`src/rtl/row_col_dec.sv`:
```
// row_col_dec: decodes the DCO row/column unit-cap selector code back to its binary tuning word.
// Two registered stages, per-sample illegal-code flagging, sticky flag and saturating error counter.
module row_col_dec #(
   parameter int WORD_W = 8,
   parameter int ROW_W  = 4,
   parameter int CNT_W  = 8
) (
   input  logic                    clk,
   input  logic                    rst_n,
   input  logic                    en,
   input  logic                    in_vld,
   input  logic [(1<<ROW_W)-1:0]   r_all,
   input  logic [(1<<ROW_W)-1:0]   row,
   input  logic [(1<<ROW_W)-1:0]   col,
   input  logic                    err_clr,
   output logic [WORD_W-1:0]       word,
   output logic                    out_vld,
   output logic                    err,
   output logic                    err_sticky,
   output logic [CNT_W-1:0]        err_cnt
);
   localparam int SIZE = 1 << ROW_W;
   localparam logic [SIZE:0] ONE = (SIZE+1)'(1);

   logic [SIZE-1:0]   ra_q, ra_d, rw_q, rw_d, cl_q, cl_d;
   logic              v1_q, v1_d;
   logic [WORD_W-1:0] word_q, word_d;
   logic              out_vld_q, out_vld_d, err_q, err_d, sticky_q, sticky_d;
   logic [CNT_W-1:0]  cnt_q, cnt_d, cnt_base;
   logic [ROW_W:0]    k, c;
   logic [SIZE-1:0]   th_k, th_c, col_rev;
   logic              legal, idle, dec, bad;

   always_comb begin
      k       = '0;
      c       = '0;
      col_rev = '0;
      for (int i = 0; i < SIZE; i++) begin
         k          = k + {{ROW_W{1'b0}}, ra_q[i]};
         c          = c + {{ROW_W{1'b0}}, cl_q[i]};
         col_rev[i] = cl_q[SIZE-1-i];
      end
      th_k  = SIZE'((ONE << k) - ONE);
      th_c  = SIZE'((ONE << c) - ONE);
      // odd rows fill from the MSB, so the bit-reversed column must be a plain thermometer
      legal = (ra_q == th_k) && (k < (ROW_W+1)'(SIZE)) && (rw_q == SIZE'(ONE << k)) &&
              (c < (ROW_W+1)'(SIZE)) && ((k[0] ? col_rev : cl_q) == th_c);
      idle  = ~|{ra_q, rw_q, cl_q};
      dec   = en & v1_q;
      bad   = dec & ~(legal | idle);
      v1_d  = en ? in_vld : v1_q;
      ra_d  = (en & in_vld) ? r_all : ra_q;
      rw_d  = (en & in_vld) ? row : rw_q;
      cl_d  = (en & in_vld) ? col : cl_q;
      word_d    = (dec & legal) ? WORD_W'({k[ROW_W-1:0], c[ROW_W-1:0]}) : (dec & idle) ? '0 : word_q;
      out_vld_d = dec;
      err_d     = dec ? bad : en ? 1'b0 : err_q;
      cnt_base  = err_clr ? '0 : cnt_q;
      cnt_d     = (bad & ~&cnt_base) ? cnt_base + 1'b1 : cnt_base;
      sticky_d  = (sticky_q & ~err_clr) | bad;
   end

   always_ff @(posedge clk or negedge rst_n) begin
      if (!rst_n) begin
         ra_q      <= '0;
         rw_q      <= '0;
         cl_q      <= '0;
         v1_q      <= 1'b0;
         word_q    <= '0;
         out_vld_q <= 1'b0;
         err_q     <= 1'b0;
         sticky_q  <= 1'b0;
         cnt_q     <= '0;
      end else begin
         ra_q      <= ra_d;
         rw_q      <= rw_d;
         cl_q      <= cl_d;
         v1_q      <= v1_d;
         word_q    <= word_d;
         out_vld_q <= out_vld_d;
         err_q     <= err_d;
         sticky_q  <= sticky_d;
         cnt_q     <= cnt_d;
      end
   end

   assign word       = word_q;
   assign out_vld    = out_vld_q;
   assign err        = err_q & out_vld_q;
   assign err_sticky = sticky_q;
   assign err_cnt    = cnt_q;
endmodule
```
`config.mk`:
```
export PLATFORM = sky130hd
export DESIGN_NAME = row_col_dec
export DESIGN_NICKNAME = d
export VERILOG_FILES = /design/src/rtl/row_col_dec.sv
export SDC_FILE = /design/constraint.sdc
export NUM_CORES = 1
export LEC_CHECK = 0
export ABC_AREA = 1
export BUFFER_PORTS_ARGS = -buffer_cell sky130_fd_sc_hd__buf_2
export CAP_MARGIN = 15
export CORE_MARGIN = 2
export CORE_UTILIZATION = 40
export DETAILED_ROUTE_END_ITERATION = 10
export PLACE_DENSITY_LB_ADDON = 0.15
export RECOVER_POWER = 50
export SYNTH_ARGS = -nofsm -noshare
export SYNTH_HDL_FRONTEND = slang
export SYNTH_SLANG_ARGS = --single-unit
```
`constraint.sdc`:
```
create_clock -name clk -period 5.07 [get_ports clk]
set_clock_uncertainty 0.15 [all_clocks]
set_input_delay 0.2535 -clock clk [delete_from_list [all_inputs] [get_ports clk]]
set_output_delay 0.2535 -clock clk [all_outputs]
set_load 0.01 [all_outputs]
```
== After elaboration in Yosys (flattened, before gate mapping) ==
Cells that the tools add are included.

* Output and inout bits: 19
* Input port bits: 53
* Logic and storage cells: 78
* Bits in registers: 68

* Reduce and logical (&&, ||, !) cells: 10
* Bitwise logic cells: 12
* Add/subtract/negate cells: 33
* Mux-type cells: 7
* Shifts and indexed selects: 2
* Eq/ne operators: 3
* Order comparisons: 2

{| class="wikitable"
|+ Operator list
! operator !! count
|-
| 5-bit by 1-bit adder with 5-bit output || 22
|-
| 16-bit equality test || 3
|-
| 48-bit OR reduction || 1
|-
| 8-bit 2-to-1 mux || 4
|-
| 1-bit by 5-bit << shifter with 16-bit output, first input constant || 2
|-
| 16-bit by 1-bit subtractor with 16-bit output, second input constant || 2
|-
| 16-bit 2-to-1 mux || 1
|-
| 4-bit by 1-bit adder with 5-bit output || 2
|-
| 5-bit less-than comparator, second input constant || 2
|-
| 3-bit by 1-bit adder with 4-bit output || 2
|-
| 8-bit by 1-bit adder with 8-bit output, second input constant || 1
|-
| 1-bit bitwise AND || 8
|-
| 8-bit AND reduction || 1
|-
| 2-bit by 1-bit adder with 3-bit output || 2
|-
| 1-bit by 1-bit adder with 2-bit output || 2
|-
| 1-bit logical AND || 4
|-
| 2-bit nonzero test || 2
|-
| 1-bit logical NOT || 2
|-
| 1-bit 2-to-1 mux || 2
|-
| 1-bit NOT || 2
|-
| 1-bit bitwise OR || 2
|}

== Depth between registers and ports, before layout ==
* Depth after elaboration: 27
* Depth in mapped cells: 33
* Mapped depth without buffers: 33

== Worst setup path after synthesis ==
Ideal clock, no wire load.

* Path type: reg2reg
* Start: register ra_q[5]
* End: register word_q[6], in the netlist word[6]
* Clock period less this slack: 5.614 ns
* Arrival time: 5.344 ns
* Data required time: 4.801 ns
* Cell stages (with the launch flop): 31
* Setup slack: -0.544 ns
* Library setup time: 0.119 ns
* Cells stage by stage: dfrtp_1 inv_1 fa_1 inv_1 fa_1 fa_1 inv_1 fa_1 inv_1 ha_1 fa_1 inv_1 nand2_1 nor2_4 nand2_1 ha_1 xor2_1 nand3_1 nor2_1 nand2_1 nor2_1 nand2_1 nor2_1 nand2_1 nor2_1 nand3_1 nor2_2 nand4_4 buf_6 nand3_2 o21ai_2

* Longest elaborated chain between the ends: 20

{| class="wikitable"
|+ RTL lines
! what !! line !! RTL
|-
| start, declared || 25 || <nowiki>logic [SIZE-1:0] ra_q, ra_d, rw_q, rw_d, cl_q, cl_d;</nowiki>
|-
| start signal, assigned || 75 || <nowiki>ra_q <= ra_d;</nowiki>
|-
| 5-bit by 1-bit adder with 5-bit output (11 in a row) || 39 || <nowiki>k = k + {{ROW_W{1'b0}}, ra_q[i]};</nowiki>
|-
| 1-bit by 5-bit << shifter with 16-bit output || 43, 46 ||
|-
| 16-bit by 1-bit subtractor with 16-bit output || 43 || <nowiki>th_k = SIZE'((ONE << k) - ONE);</nowiki>
|-
| 16-bit equality test || 46 || <nowiki>legal = (ra_q == th_k) && (k < (ROW_W+1)'(SIZE)) && (rw_q == SIZE'(ONE << k)) &&</nowiki>
|-
| 1-bit logical AND (3 in a row) || 46 ||
|-
| 1-bit logical AND || 47 || <nowiki>(c < (ROW_W+1)'(SIZE)) && ((k[0] ? col_rev : cl_q) == th_c);</nowiki>
|-
| 1-bit bitwise AND || 55 || <nowiki>word_d = (dec & legal) ? WORD_W'({k[ROW_W-1:0], c[ROW_W-1:0]}) : (dec & idle) ? '0 : word_q;</nowiki>
|-
| 8-bit 2-to-1 mux or 2-bit nonzero test (tied branches) || -- ||
|-
| end signal, assigned || 79 || <nowiki>word_q <= word_d;</nowiki>
|-
| end, declared || 27 || <nowiki>logic [WORD_W-1:0] word_q, word_d;</nowiki>
|}

Several ways; a longest one is shown, not always the timed one.
A chain may end at the register's enable or synchronous reset.

== Worst setup path after layout ==
* Start: register cl_q[13]
* End: register word_q[1], in the netlist word[1]

* Longest elaborated chain between the ends: 9

{| class="wikitable"
|+ RTL lines
! what !! line !! RTL
|-
| start, declared || 25 ||
|-
| start signal, assigned || 77 || <nowiki>cl_q <= cl_d;</nowiki>
|-
| 5-bit by 1-bit adder with 5-bit output (3 in a row) || 40 || <nowiki>c = c + {{ROW_W{1'b0}}, cl_q[i]};</nowiki>
|-
| 1-bit by 5-bit << shifter with 16-bit output || 44 || <nowiki>th_c = SIZE'((ONE << c) - ONE);</nowiki>
|-
| 16-bit by 1-bit subtractor with 16-bit output || 44 ||
|-
| 16-bit equality test || 47 ||
|-
| 1-bit logical AND || 47 ||
|-
| 1-bit bitwise AND || 55 ||
|-
| 8-bit 2-to-1 mux or 2-bit nonzero test (tied branches) || -- ||
|}

Several ways; a longest one is shown, not always the timed one.

==> run_results.csv <==
group,metric,value,unit
timing,slew_viol_final,69,
clock_tree,cts-root-buf,"clkbuf_16",
worst_setup_path,crit_slowest_cell,"fa_1",
clock_tree,htreeDepth,3,
synth,synthFlopType,"dfrtp_1",
clock_tree,clkSlewWorstSetupHoldPaths,0.07,ns
floorplan,boundaryPins,72,
drt,drc,0,
synth,async_flop_share,100,%
timing,fmax,0.178,GHz
placement,gp_congestion,0.915,
final_layout,layout_commonest_cell,"nand2_1",
worst_setup_path,rrSetupSlack,-0.56,ns
drt,wl_met2,7670,um
drt,wl_met3,1170,um
synth,ys_types,34,
synth,synth_top_area_share,29.7,%
synth,yosysWarnings,0,
clock_tree,clock_path_buffers,2,
drt,drtIter0Drc,383,
drt,drtPass1Iterations,5,
placement,dpl.cell_count,1176,
drt,num_vias,6002,
global_routing,grt_pass1_wl,28800,um
clock_tree,cts_tree,"done",
floorplan,rows,43,
final_layout,mostFrequentLayoutCells,"225 x nand2_1, 108 x buf_4, 107 x inv_1",
placement,hpwlAfterDp,14100,um
timing,fin_ws,-0.557,ns
timing,final_hold_viol_count,0,
global_routing,grt_pass1_vias,5702,
final_layout,drive_gt1_share,24.9,%
final_layout,n_antenna_cell,0,
timing,period_share,111,%
final_layout,fin_cells,1206,
hold_path,hold_class,"primary input to flip-flop",
global_routing,grt_overflow,0,
floorplan,initial_core_util,41.1,%
timing,finalSetupViolCount,18,
timing,layout_min_cycle_time,5.63,ns
status,status,"finished, violations left",
global_routing,grt_use_total,24.9,%
worst_setup_path,path_max_fanout,16,
global_routing,antenna_found_initial,0,
placement,pre_cts_slack,-0.722,ns
timing,finalSetupTns,-9.56,ns
floorplan,die_w,124,um
synth,synthTopCellsByArea,"dfrtp_1 30%, nand2_1 15%, inv_1 7.3%",
placement,io_buffers,71,
synth,synthCells,840,
floorplan,dieArea,0.0153,mm2
worst_setup_path,critical_path_buf_inv_count,7,
synth,synth.ff_latch_count,68,
worst_setup_path,crit_required,5.16,ns
drt,met1_length,8650,um
status,violations,"max-capacitance violations, max-slew violations, negative setup slack",
synth,yosys.area.top_type,"dfrtp_1",
worst_setup_path,arrival,5.72,ns
timing,relSlewSlack,-15.7,%
worst_setup_path,slowest_delay,0.52,ns
synth,avgSynthCellArea,6.82,um2
final_layout,area_growth,31.1,%
floorplan,fp.dieH,124,um
worst_setup_path,crit_family,"adder cells",
drt,ant_nets,0,
drt,drt-total-wl,17900,um
worst_setup_path,worstSetupStartpointType,"flip-flop",
worst_setup_path,cp-end-kind,"flip-flop",
floorplan,core_area,0.0139,mm2
global_routing,grt_max_degree,69,
drt,route.top_layer_used,"met4",
final_layout,fin_nets,1109,
flow_run,maxCapViolations,1,
timing,rsz0062_at_grt,"true",
synth,synth-edff-count,0,
synth,synth_nets,928,
clock_tree,clkSinkCount,68,
timing,worstMarginPinSlew,1.74,ns
drt,wl_per_cell,14.8,um
clock_tree,cts_made_buffers,9,
synth,syn_area,0.00573,mm2
clock_tree,clk_latency,0.35,ns
synth,yosysSeqAreaShare,29.7,%
drt,vias_per_cell,4.98,
worst_setup_path,crit_type,"flip-flop to flip-flop",
==> stage by stage <==
step	hold slack (ns)	area [um2]	util, %
finish	0.00226	7500	53.8
global route	0.00563	7500	53.8
CTS	0.0000726	7480	53.7
detailed placement	0.333	7030	50.4
global placement	0.341	7030	50.4
floorplan	-0.192	5750	-
==> synth_stat cells, types with 8 or more instances <==
cell type	instances
o21ai_2	8
nor2_2	9
nand3_1	70
clkbuf_1	10
nand2_1	234
nand4_1	14
nor4_1	11
nand2_2	9
a21oi_1	53
fa_1	20
xor2_1	20
nor3_1	9
o21ai_0	23
inv_1	111
nor2_1	109
ha_1	15
dfrtp_1	68
==> final timing paths <==
check                                     start              endpoint  depth (start not counted)
max                        cl_q[13]$_DFFE_PN0P_   word[1]$_DFFE_PN0P_                         26
min                                      row[9]   rw_q[9]$_DFFE_PN0P_                          3
max reg2reg                cl_q[13]$_DFFE_PN0P_   word[1]$_DFFE_PN0P_                         26
min reg2reg                 word[4]$_DFFE_PN0P_   word[4]$_DFFE_PN0P_                          2
max in group asynchronous                 rst_n  cl_q[11]$_DFFE_PN0P_                          3
min in group asynchronous                 rst_n   word[3]$_DFFE_PN0P_                          3
==> cell type report <==
cell class	instances	area (um2)
Clock buffer	9	225
Clock inverter	7	51.3
Multi-Input combinational cell	635	3590
Timing Repair Buffer	190	1270
Sequential cell	68	1700
Inverter	117	439
Tap cell	180	225
Fill cell	1433	6430
==> worst min-delay path: cells and delay by family <==
kind,cells,cell delay [ns]
simple gates,1,0.03
buf+inv,1,0.07
compound gates,1,0.10
==> registers in the layout (all words and copies together) (netlist names) <==
name and cells:
out_vld 1, err_cnt 8, err_sticky 1, rw_q 16, err_q 1, ra_q 16
cl_q 16, v1_q 1, word 8
==> cell families after synthesis <==
logic type	synth area share, %
xor+xnor	3.82
buf+inv	9.66
flops	29.7
mux	0.197
simple gates	38.2
compound gates	8.13
fa+ha+maj	10.3
==> layer usage <==
metal / vias up / global-route usage (%)
met5: - / 0
met4: 0 / 8.17
met3: 24 / 4.49
met2: 187 / 37.8
met1: 2768 / 35.8
li1: 3023 / -
==> repair_timing <==
action                                  CTS  global route
hold endpoints to repair                 23             0
endpoints found under the setup margin   18            18
setup buffers                             6             1
pin swaps                                20            14
resized for setup                        15            12
hold buffers                              7             0
Power is left out: the tool's default activity adds up to more than one toggle a clock period on the data nets, which glitch-free logic cannot reach.
